**config.mk**
```make
export PLATFORM = sky130hd
export DESIGN_NAME = euler_step_sequencer_flat
export DESIGN_NICKNAME = d
export VERILOG_FILES = /design/src/rtl/euler_step_sequencer_if.sv /design/src/rtl/euler_step_sequencer.sv /design/src/flat_wrapper.sv
export SDC_FILE = /design/constraint.sdc
export NUM_CORES = 1
export LEC_CHECK = 0
export BUFFER_PORTS_ARGS = -buffer_cell sky130_fd_sc_hd__buf_4
export CORE_MARGIN = 4
export CORE_UTILIZATION = 30
export DETAILED_ROUTE_END_ITERATION = 8
export GPL_TIMING_DRIVEN = 0
export MAX_ROUTING_LAYER = met4
export PLACE_DENSITY = 0.43
export SLEW_MARGIN = 40
export SYNTH_ARGS = -nofsm -noshare
export SYNTH_HDL_FRONTEND = slang
export SYNTH_SLANG_ARGS = --single-unit
```
**constraint.sdc**
```tcl
create_clock -name clk -period 6.7 [get_ports clk]
set_input_delay 1.005 -clock clk [delete_from_list [all_inputs] [get_ports clk]]
set_output_delay 1.005 -clock clk [all_outputs]
set_load 0.005 [all_outputs]
```
**src/rtl/euler_step_sequencer_if.sv**
```systemverilog
// Handshake bundle between the host/core side and the Euler step sequencer.
// The master modport is the sequencer; the slave modport is its environment.
interface euler_step_sequencer_if #(
    parameter int DATA_SIZE = 16,
    parameter int CNT_SIZE  = 16
);
    logic                 cmd_start;
    logic [DATA_SIZE-1:0] cfg_h;
    logic [DATA_SIZE-1:0] cfg_t_end;
    logic                 core_finish;
    logic                 core_error;
    logic                 core_start;
    logic [DATA_SIZE-1:0] h_step;
    logic [DATA_SIZE-1:0] t_now;
    logic [CNT_SIZE-1:0]  step_count;
    logic                 busy;
    logic                 done;
    logic                 error;
    logic [1:0]           err_code;

    modport master (
        input  cmd_start, cfg_h, cfg_t_end, core_finish, core_error,
        output core_start, h_step, t_now, step_count, busy, done, error, err_code
    );

    modport slave (
        output cmd_start, cfg_h, cfg_t_end, core_finish, core_error,
        input  core_start, h_step, t_now, step_count, busy, done, error, err_code
    );
endinterface

```
**src/rtl/euler_step_sequencer.sv**
```systemverilog
// Drives the Euler core from t=0 to t_end, clipping the final step onto t_end
// and halving h to retry a step the core reports as failed.
module euler_step_sequencer #(
    parameter int DATA_SIZE = 16,
    parameter int CNT_SIZE  = 16,
    parameter int TIMEOUT   = 1024,
    parameter int MAX_RETRY = 3
) (
    input logic                    clk,
    input logic                    rst,
    euler_step_sequencer_if.master bus
);
    // state | meaning
    // IDLE  | no run since reset
    // ISSUE | present clipped h_step, pulse core_start
    // WAIT  | wait for core_finish, timeout timer running
    // CHECK | accept the step, or halve h and retry
    // DONE  | t_now reached t_end, results held
    // ERR   | run aborted, err_code held
    localparam int TW = (TIMEOUT > 1) ? $clog2(TIMEOUT) : 1;
    localparam int RW = (MAX_RETRY > 0) ? $clog2(MAX_RETRY + 1) : 1;

    typedef enum logic [2:0] {
        ST_IDLE, ST_ISSUE, ST_WAIT, ST_CHECK, ST_DONE, ST_ERR
    } state_t;

    state_t               state_q, state_d;
    logic [DATA_SIZE-1:0] h_q, h_d;
    logic [DATA_SIZE-1:0] t_end_q, t_end_d;
    logic [DATA_SIZE-1:0] t_now_q, t_now_d;
    logic [DATA_SIZE-1:0] h_step_q, h_step_d;
    logic [CNT_SIZE-1:0]  step_q, step_d;
    logic [RW-1:0]        retry_q, retry_d;
    logic [TW-1:0]        timer_q, timer_d;
    logic                 core_err_q, core_err_d;
    logic                 done_q, done_d;
    logic                 error_q, error_d;
    logic [1:0]           err_code_q, err_code_d;

    logic [DATA_SIZE-1:0] remain;
    logic [DATA_SIZE-1:0] issue_step;
    logic [DATA_SIZE-1:0] t_sum;

    // Clipping uses a local copy so h itself only shrinks on error retries.
    assign remain     = t_end_q - t_now_q;
    assign issue_step = (h_q < remain) ? h_q : remain;
    assign t_sum      = t_now_q + h_step_q;

    always_comb begin
        state_d    = state_q;
        h_d        = h_q;
        t_end_d    = t_end_q;
        t_now_d    = t_now_q;
        h_step_d   = h_step_q;
        step_d     = step_q;
        retry_d    = retry_q;
        timer_d    = timer_q;
        core_err_d = core_err_q;
        done_d     = done_q;
        error_d    = error_q;
        err_code_d = err_code_q;

        case (state_q)
            ST_IDLE, ST_DONE, ST_ERR: begin
                if (bus.cmd_start) begin
                    h_d        = bus.cfg_h;
                    t_end_d    = bus.cfg_t_end;
                    t_now_d    = '0;
                    h_step_d   = '0;
                    step_d     = '0;
                    retry_d    = '0;
                    done_d     = 1'b0;
                    error_d    = 1'b0;
                    err_code_d = 2'b00;
                    if (bus.cfg_h == '0 || bus.cfg_t_end == '0) begin
                        error_d    = 1'b1;
                        err_code_d = 2'b11;
                        state_d    = ST_ERR;
                    end else begin
                        state_d = ST_ISSUE;
                    end
                end
            end
            ST_ISSUE: begin
                h_step_d = issue_step;
                timer_d  = '0;
                state_d  = ST_WAIT;
            end
            ST_WAIT: begin
                if (bus.core_finish) begin
                    core_err_d = bus.core_error;
                    state_d    = ST_CHECK;
                end else if (timer_q == TW'(TIMEOUT - 1)) begin
                    error_d    = 1'b1;
                    err_code_d = 2'b10;
                    state_d    = ST_ERR;
                end else begin
                    timer_d = timer_q + TW'(1);
                end
            end
            ST_CHECK: begin
                if (!core_err_q) begin
                    t_now_d = t_sum;
                    step_d  = step_q + CNT_SIZE'(1);
                    retry_d = '0;
                    if (t_sum == t_end_q) begin
                        done_d  = 1'b1;
                        state_d = ST_DONE;
                    end else begin
                        state_d = ST_ISSUE;
                    end
                end else if (retry_q < RW'(MAX_RETRY) && h_q > DATA_SIZE'(1)) begin
                    h_d     = h_q >> 1;
                    retry_d = retry_q + RW'(1);
                    state_d = ST_ISSUE;
                end else begin
                    error_d    = 1'b1;
                    err_code_d = 2'b01;
                    state_d    = ST_ERR;
                end
            end
            default: state_d = ST_IDLE;
        endcase
    end

    always_ff @(posedge clk) begin
        if (rst) begin
            state_q    <= ST_IDLE;
            h_q        <= '0;
            t_end_q    <= '0;
            t_now_q    <= '0;
            h_step_q   <= '0;
            step_q     <= '0;
            retry_q    <= '0;
            timer_q    <= '0;
            core_err_q <= 1'b0;
            done_q     <= 1'b0;
            error_q    <= 1'b0;
            err_code_q <= 2'b00;
        end else begin
            state_q    <= state_d;
            h_q        <= h_d;
            t_end_q    <= t_end_d;
            t_now_q    <= t_now_d;
            h_step_q   <= h_step_d;
            step_q     <= step_d;
            retry_q    <= retry_d;
            timer_q    <= timer_d;
            core_err_q <= core_err_d;
            done_q     <= done_d;
            error_q    <= error_d;
            err_code_q <= err_code_d;
        end
    end

    // h_step is live in ISSUE and held from the register through WAIT and after.
    assign bus.core_start = (state_q == ST_ISSUE);
    assign bus.h_step     = (state_q == ST_ISSUE) ? issue_step : h_step_q;
    assign bus.t_now      = t_now_q;
    assign bus.step_count = step_q;
    assign bus.busy       = (state_q == ST_ISSUE) || (state_q == ST_WAIT) || (state_q == ST_CHECK);
    assign bus.done       = done_q;
    assign bus.error      = error_q;
    assign bus.err_code   = err_code_q;
endmodule

```
**src/flat_wrapper.sv**
```systemverilog
// flat-port wrapper written by rule: the top's interface ports become plain ports
module euler_step_sequencer_flat 
#(
    parameter int DATA_SIZE = 16,
    parameter int CNT_SIZE  = 16,
    parameter int TIMEOUT   = 1024,
    parameter int MAX_RETRY = 3
)
  (clk, rst, bus_cmd_start, bus_cfg_h, bus_cfg_t_end, bus_core_finish, bus_core_error, bus_core_start, bus_h_step, bus_t_now, bus_step_count, bus_busy, bus_done, bus_error, bus_err_code);
  euler_step_sequencer_if #(.DATA_SIZE(DATA_SIZE), .CNT_SIZE(CNT_SIZE)) bus_i ();
  input logic clk;
  input logic rst;
  input wire logic [$bits(bus_i.cmd_start)-1:0] bus_cmd_start;
  input wire logic [$bits(bus_i.cfg_h)-1:0] bus_cfg_h;
  input wire logic [$bits(bus_i.cfg_t_end)-1:0] bus_cfg_t_end;
  input wire logic [$bits(bus_i.core_finish)-1:0] bus_core_finish;
  input wire logic [$bits(bus_i.core_error)-1:0] bus_core_error;
  output wire logic [$bits(bus_i.core_start)-1:0] bus_core_start;
  output wire logic [$bits(bus_i.h_step)-1:0] bus_h_step;
  output wire logic [$bits(bus_i.t_now)-1:0] bus_t_now;
  output wire logic [$bits(bus_i.step_count)-1:0] bus_step_count;
  output wire logic [$bits(bus_i.busy)-1:0] bus_busy;
  output wire logic [$bits(bus_i.done)-1:0] bus_done;
  output wire logic [$bits(bus_i.error)-1:0] bus_error;
  output wire logic [$bits(bus_i.err_code)-1:0] bus_err_code;
  assign bus_i.cmd_start = bus_cmd_start;
  assign bus_i.cfg_h = bus_cfg_h;
  assign bus_i.cfg_t_end = bus_cfg_t_end;
  assign bus_i.core_finish = bus_core_finish;
  assign bus_i.core_error = bus_core_error;
  assign bus_core_start = bus_i.core_start;
  assign bus_h_step = bus_i.h_step;
  assign bus_t_now = bus_i.t_now;
  assign bus_step_count = bus_i.step_count;
  assign bus_busy = bus_i.busy;
  assign bus_done = bus_i.done;
  assign bus_error = bus_i.error;
  assign bus_err_code = bus_i.err_code;
  euler_step_sequencer #(.DATA_SIZE(DATA_SIZE), .CNT_SIZE(CNT_SIZE), .TIMEOUT(TIMEOUT), .MAX_RETRY(MAX_RETRY)) u_core (.clk(clk), .rst(rst), .bus(bus_i));
endmodule
```
# Word-level counts from Yosys, hierarchy flattened

Cells that the tools add are included.

Equality and inequality tests: 18
Magnitude comparators: 3
Reduce and logical (&&, ||, !) cells: 22
Mux-type cells: 45
$add $sub $neg: 5

Operators by type and width:

| kind                                                 | count |
|---|---|
| two-way mux 16 bit                                   | 8 |
| case mux 16 bit (2 select lines)                     | 4 |
| logical NOT 16 bit                                   | 2 |
| two-way mux 3 bit                                    | 7 |
| two-way mux 10 bit                                   | 2 |
| case mux 10 bit (2 select lines)                     | 1 |
| two-way mux 2 bit                                    | 9 |
| adder 16 x 1 -> 16 bit (second input constant)       | 1 |
| adder 16 bit                                         | 1 |
| == test 16 bit                                       | 1 |
| > comparator 16 x 1 -> 1 bit (second input constant) | 1 |
| < comparator 16 bit                                  | 1 |
| subtractor 16 bit                                    | 1 |
| case mux 3 bit (4 select lines)                      | 1 |
| adder 10 x 1 -> 10 bit (second input constant)       | 1 |
| == test 10 bit (second input constant)               | 1 |
| != test 2 bit (second input constant)                | 5 |
| two-way mux 1 bit                                    | 9 |
| AND reduction 3 bit                                  | 3 |
| != test 2 x 1 -> 1 bit (second input constant)       | 4 |
| AND reduction 2 bit                                  | 4 |
| AND reduction 4 bit                                  | 2 |
| == test 3 x 2 -> 1 bit (second input constant)       | 2 |
| == test 3 bit (second input constant)                | 2 |
| 16 further kinds                                     | 20 |

Register bits: 100
Logic and storage cells: 105
Bits of input ports: 37
Output and inout bits: 54

# Depth between registers and ports, before layout

Depth after elaboration: 5
Depth in mapped cells: 20
Mapped depth without buffers: 19

# Worst setup path after synthesis

OpenSTA, ideal clock, no wires.

Path kind: flip-flop to output port
Start point: register u_core.t_end_q[0]
End point: output bus_h_step[14]
Arrival time: 3629 ps
Data required time: 5695 ps
Path buffers: 1
Setup slack: 2066 ps
Stages on the path, launching flop included: 19
Path through: dfxtp_1 > inv_1 > ha_1 > fa_1 > nor2b_1 > o21ai_0 > a21boi_0 > o2111a_1 > o21a_1 > o21ai_0 > and3_1 > or2_2 > ha_1 > o21a_1 > o22ai_1 > clkbuf_1 > nand2_1 > o31a_1 > o21ai_0

Cells in the longest elaborated chain, start to end: 4

RTL lines:

| what                   | RTL line                    | text |
|---|---|---|
| start, declared        | euler_step_sequencer.sv:29  | `logic [DATA_SIZE-1:0] t_end_q, t_end_d;` |
| start signal, assigned | euler_step_sequencer.sv:143 | `t_end_q <= t_end_d;` |
| subtractor 16 bit *    | euler_step_sequencer.sv:45  | `assign remain = t_end_q - t_now_q;` |
| < comparator 16 bit    | euler_step_sequencer.sv:46  | `assign issue_step = (h_q < remain) ? h_q : remain;` |
| two-way mux 16 bit *   | euler_step_sequencer.sv:46  |  |
| two-way mux 16 bit *   | euler_step_sequencer.sv:158 | `assign bus.h_step = (state_q == ST_ISSUE) ? issue_step : h_step_q;` |
| end, declared          | flat_wrapper.sv:19          | `output wire logic [$bits(bus_i.h_step)-1:0] bus_h_step;` |

Mark *: on every way between the ends. The rest lies on a longest branch, timed or not.

# Worst setup path in the final report

Start point: register u_core.t_now_q[1] (netlist: u_core.bus.t_now[1])
End point: output bus_h_step[0]

Cells in the longest elaborated chain, start to end: 4

RTL lines:

| what                   | RTL line                    | text |
|---|---|---|
| start, declared        | euler_step_sequencer.sv:30  | `logic [DATA_SIZE-1:0] t_now_q, t_now_d;` |
| start signal, assigned | euler_step_sequencer.sv:144 | `t_now_q <= t_now_d;` |
| subtractor 16 bit      | euler_step_sequencer.sv:45  |  |
| < comparator 16 bit    | euler_step_sequencer.sv:46  |  |
| two-way mux 16 bit     | euler_step_sequencer.sv:46  |  |
| two-way mux 16 bit     | euler_step_sequencer.sv:158 |  |

No other way between the ends.

==> impl_metrics.csv <==
group,metric,value,unit
run_status,status,"finished clean",
clock_tree,cts_max_level,3,
layout,insertedDiodeCount,0,
setup_path,crit_type,"reg -> out",
layout,final-seq-area,2000,um^2
synthesis,postSynthAreaPerCell,7.64,um^2
timing,skew,0.0138,ns
layout,area_growth,20.3,%
hold_path,whs_path_depth,2,
synthesis,syn_inst,849,
power_and_ir_drop,powerDensity,277,nW/um^2
clock_tree,ctsResizeCount,0,
clock_tree,cts_sinks,100,
synthesis,synth_fp_nets,936,
synthesis,synthesis.area,6490,um^2
placed_design,gp_congestion,0.828,
drt,vias,6426,
floorplanning,start_util,30.7,%
synthesis,synth_top_area_share,30.9,%
floorplanning,core,21200,um^2
setup_path,crit_fanout,10,
hold_path,holdCritPathClass,"reg -> reg",
clock_tree,cts_setup_buffers,0,
layout,final_cells,1230,
floorplanning,die_width,155,um
timing,setup_violations,0,
setup_path,cp-end-kind,"output pin",
floorplanning,dieArea,24000,um^2
global_routing,grt_max_degree,20,
global_routing,grt_use_total,19.7,%
setup_path,start_kind,"flop",
timing,fin_crit,6.05,ns
setup_path,r2r_cells,18,
layout,nNetsFinal,1037,
timing,fin_ws,0.654,ns
timing,fmax,165,MHz
clock_tree,cts_tree,"yes",
floorplanning,rows,53,
timing,fin_crit_sh,90.2,%
drt,route.detailed.drc,0,
global_routing,grt_pass1_vias,6363,
timing,setup_tns,0,ns
layout,fillCellCount,2292,
synthesis,synth_top_cell_by_area,"dfxtp_1",
placed_design,numPortBuffers,90,
floorplanning,die_h,155,um
synthesis,synthFlopType,"dfxtp_1",
synthesis,synth_area_leaders,"dfxtp_1 31%, ha_1 9.3%, nand2_1 8.0%",
drt,drtAntennaViolNets,0,
power_and_ir_drop,ir_drop,0.000142,V
synthesis,ys_seq_elements,100,
timing,worst_slew_pin_slew,0.816,ns
synthesis,yosysWarnings,0,
timing,finalHoldViolations,0,
synthesis,synth_edf_count,0,
synthesis,synth_common_cells,"138 x nand2_1, 100 x dfxtp_1, 93 x nor2_1",
global_routing,grt_pass1_wl,36000,um
setup_path,cp.required,5.69,ns
timing,rsz0062_at_grt,"no",
synthesis,ys_types,70,
timing,slew_viol_final,0,
clock_tree,clk_latency,0.37,ns
clock_tree,cts_buffer_depth,2,
synthesis,synth.yosys.seq_area_share,30.9,%
global_routing,antenna_found_initial,0,
power_and_ir_drop,p_leak,3.17,nW
clock_tree,path_clk_slew,0.09,ns
synthesis,yosysMostFrequentCell,"nand2_1",
placed_design,dp.cells,1214,
floorplanning,pin_count,91,
drt,vias_per_cell,5.22,
timing,slew_headroom,45.1,%
clock_tree,hold_buffers,0,
clock_tree,cts_made_buffers,9,
job,cap_violations,0,
drt,avgRoutedWirePerCell,18.6,um
drt,firstDrtPassIters,4,
placed_design,place_ws,1.09,ns
drt,drtIter0Drc,352,
global_routing,overflow,0,
clock_tree,root_buffer,"clkbuf_16",
layout,drive_gt1_share,13.7,%
layout,multi_input_area,4230,um^2
synthesis,async_flop_share,0,%
placed_design,dp_hpwl,18300,um
drt,wl,22800,um
setup_path,arrival,5.04,ns
==> stage by stage <==
| stage | utilization, % | hold slack [ns] | total power, W | instance area, um^2 |
|---|---|---|---|---|
| after floorplan | - | 0.448 | 0.00131 | 6490 |
| after global placement | 35.5 | 0.463 | 0.00164 | 7510 |
| after detailed placement | 35.5 | 0.458 | 0.00163 | 7510 |
| after CTS | 36.9 | 0.486 | 0.00219 | 7800 |
| after global routing | 36.9 | 0.513 | 0.00232 | 7800 |
| final | 36.9 | 0.487 | 0.00216 | 7800 |
==> layer usage <==
layer,part of all wire [%],GRT usage (%),vias to the layer above
met5,0,-,-
met4,2.3,5.89,0
met3,3.5,2.92,30
met2,45,30.6,130
met1,49,26.5,3036
li1,-,-,3230
==> area by class of cell <==
type                    instances  area share, %
repair buffers                 90           8.66
plain buffers                  41           2.08
clock buffers                   9           2.89
clock inverters                 7          0.882
well taps                     275           4.41
flip-flops and latches        100           25.7
inverters                      26           1.25
multi-input cells             682           54.2
==> path summary, 6_finish.rpt <==
kind / end / slack (ns) / start
setup / recovery: bus_h_step[0] / 0.65 / u_core.bus.t_now[1]
hold / removal: u_core.t_end_q[15] / 0.49 / u_core.t_end_q[15]
setup reg to reg: u_core.h_step_q[13] / 2.15 / u_core.bus.t_now[1]
hold reg to reg: u_core.t_end_q[15] / 0.49 / u_core.t_end_q[15]
==> cells by family after synthesis <==
kind of cell / count (synthesis) / share of synthesized area, %
and+or+nand+nor: 352 / 25.0
AOI/OAI and AO/OA: 217 / 21.4
muxes: 4 / 0.675
xor gates and xnor gates: 59 / 8.18
adders and majority gates: 50 / 9.87
buffers and inverters: 67 / 4.01
DFF: 100 / 30.9
==> cells in the final DEF, fill, tap and decap left out, types with 3 or more instances in the layout <==
| cell | count |
|---|---|
| a211o_1 | 3 |
| a211oi_1 | 5 |
| a21o_1 | 16 |
| a21oi_1 | 72 |
| a311oi_1 | 22 |
| a31oi_1 | 10 |
| and3_1 | 9 |
| and4_1 | 4 |
| buf_1 | 4 |
| buf_4 | 90 |
| clkbuf_1 | 35 |
| clkbuf_16 | 9 |
| dfxtp_1 | 100 |
| ha_1 | 48 |
| inv_1 | 26 |
| mux2_2 | 3 |
| nand2_1 | 138 |
| nand2b_1 | 11 |
| nand3_1 | 27 |
| nand4_1 | 11 |
| nor2_1 | 92 |
| nor2b_1 | 6 |
| nor3_1 | 10 |
| nor3b_1 | 3 |
| nor4_1 | 14 |
| o21a_1 | 9 |
| o21ai_0 | 45 |
| o22ai_1 | 3 |
| or2_2 | 8 |
| or3_1 | 5 |
| xnor2_1 | 27 |
| xor2_1 | 31 |
==> power by group <==
group	total, W	leakage, nW	switching [W]	internal (W)
clock	0.000542	0.143	0.000279	0.000263
combinational	0.000894	2.22	0.000542	0.000353
sequential	0.000728	0.813	0.0000787	0.000650
==> critical path: stages (launching register included) <==
cell	delay, ns
dfxtp_1	0.48
inv_1	0.14
ha_1	0.30
nor2b_1	0.14
o2111ai_1	0.28
a31oi_1	0.28
a21o_1	0.24
a21oi_1	0.18
xor2_1	0.28
ha_1	0.30
a21o_1	0.16
a21o_1	0.17
a21oi_1	0.15
o211ai_1	0.13
o22ai_1	0.30
clkbuf_1	0.45
a21oi_1	0.18
o21ai_0	0.33
buf_4	0.18
==> registers in the layout (all words and copies together) (netlist names), 2 cells and up <==
| name | flops |
|---|---|
| u_core.bus.err_code | 2 |
| u_core.bus.step_count | 16 |
| u_core.bus.t_now | 16 |
| u_core.h_q | 16 |
| u_core.h_step_q | 16 |
| u_core.retry_q | 2 |
| u_core.state_q | 3 |
| u_core.t_end_q | 16 |
| u_core.timer_q | 10 |
No activity file was read; power rests on OpenSTA's default activity.
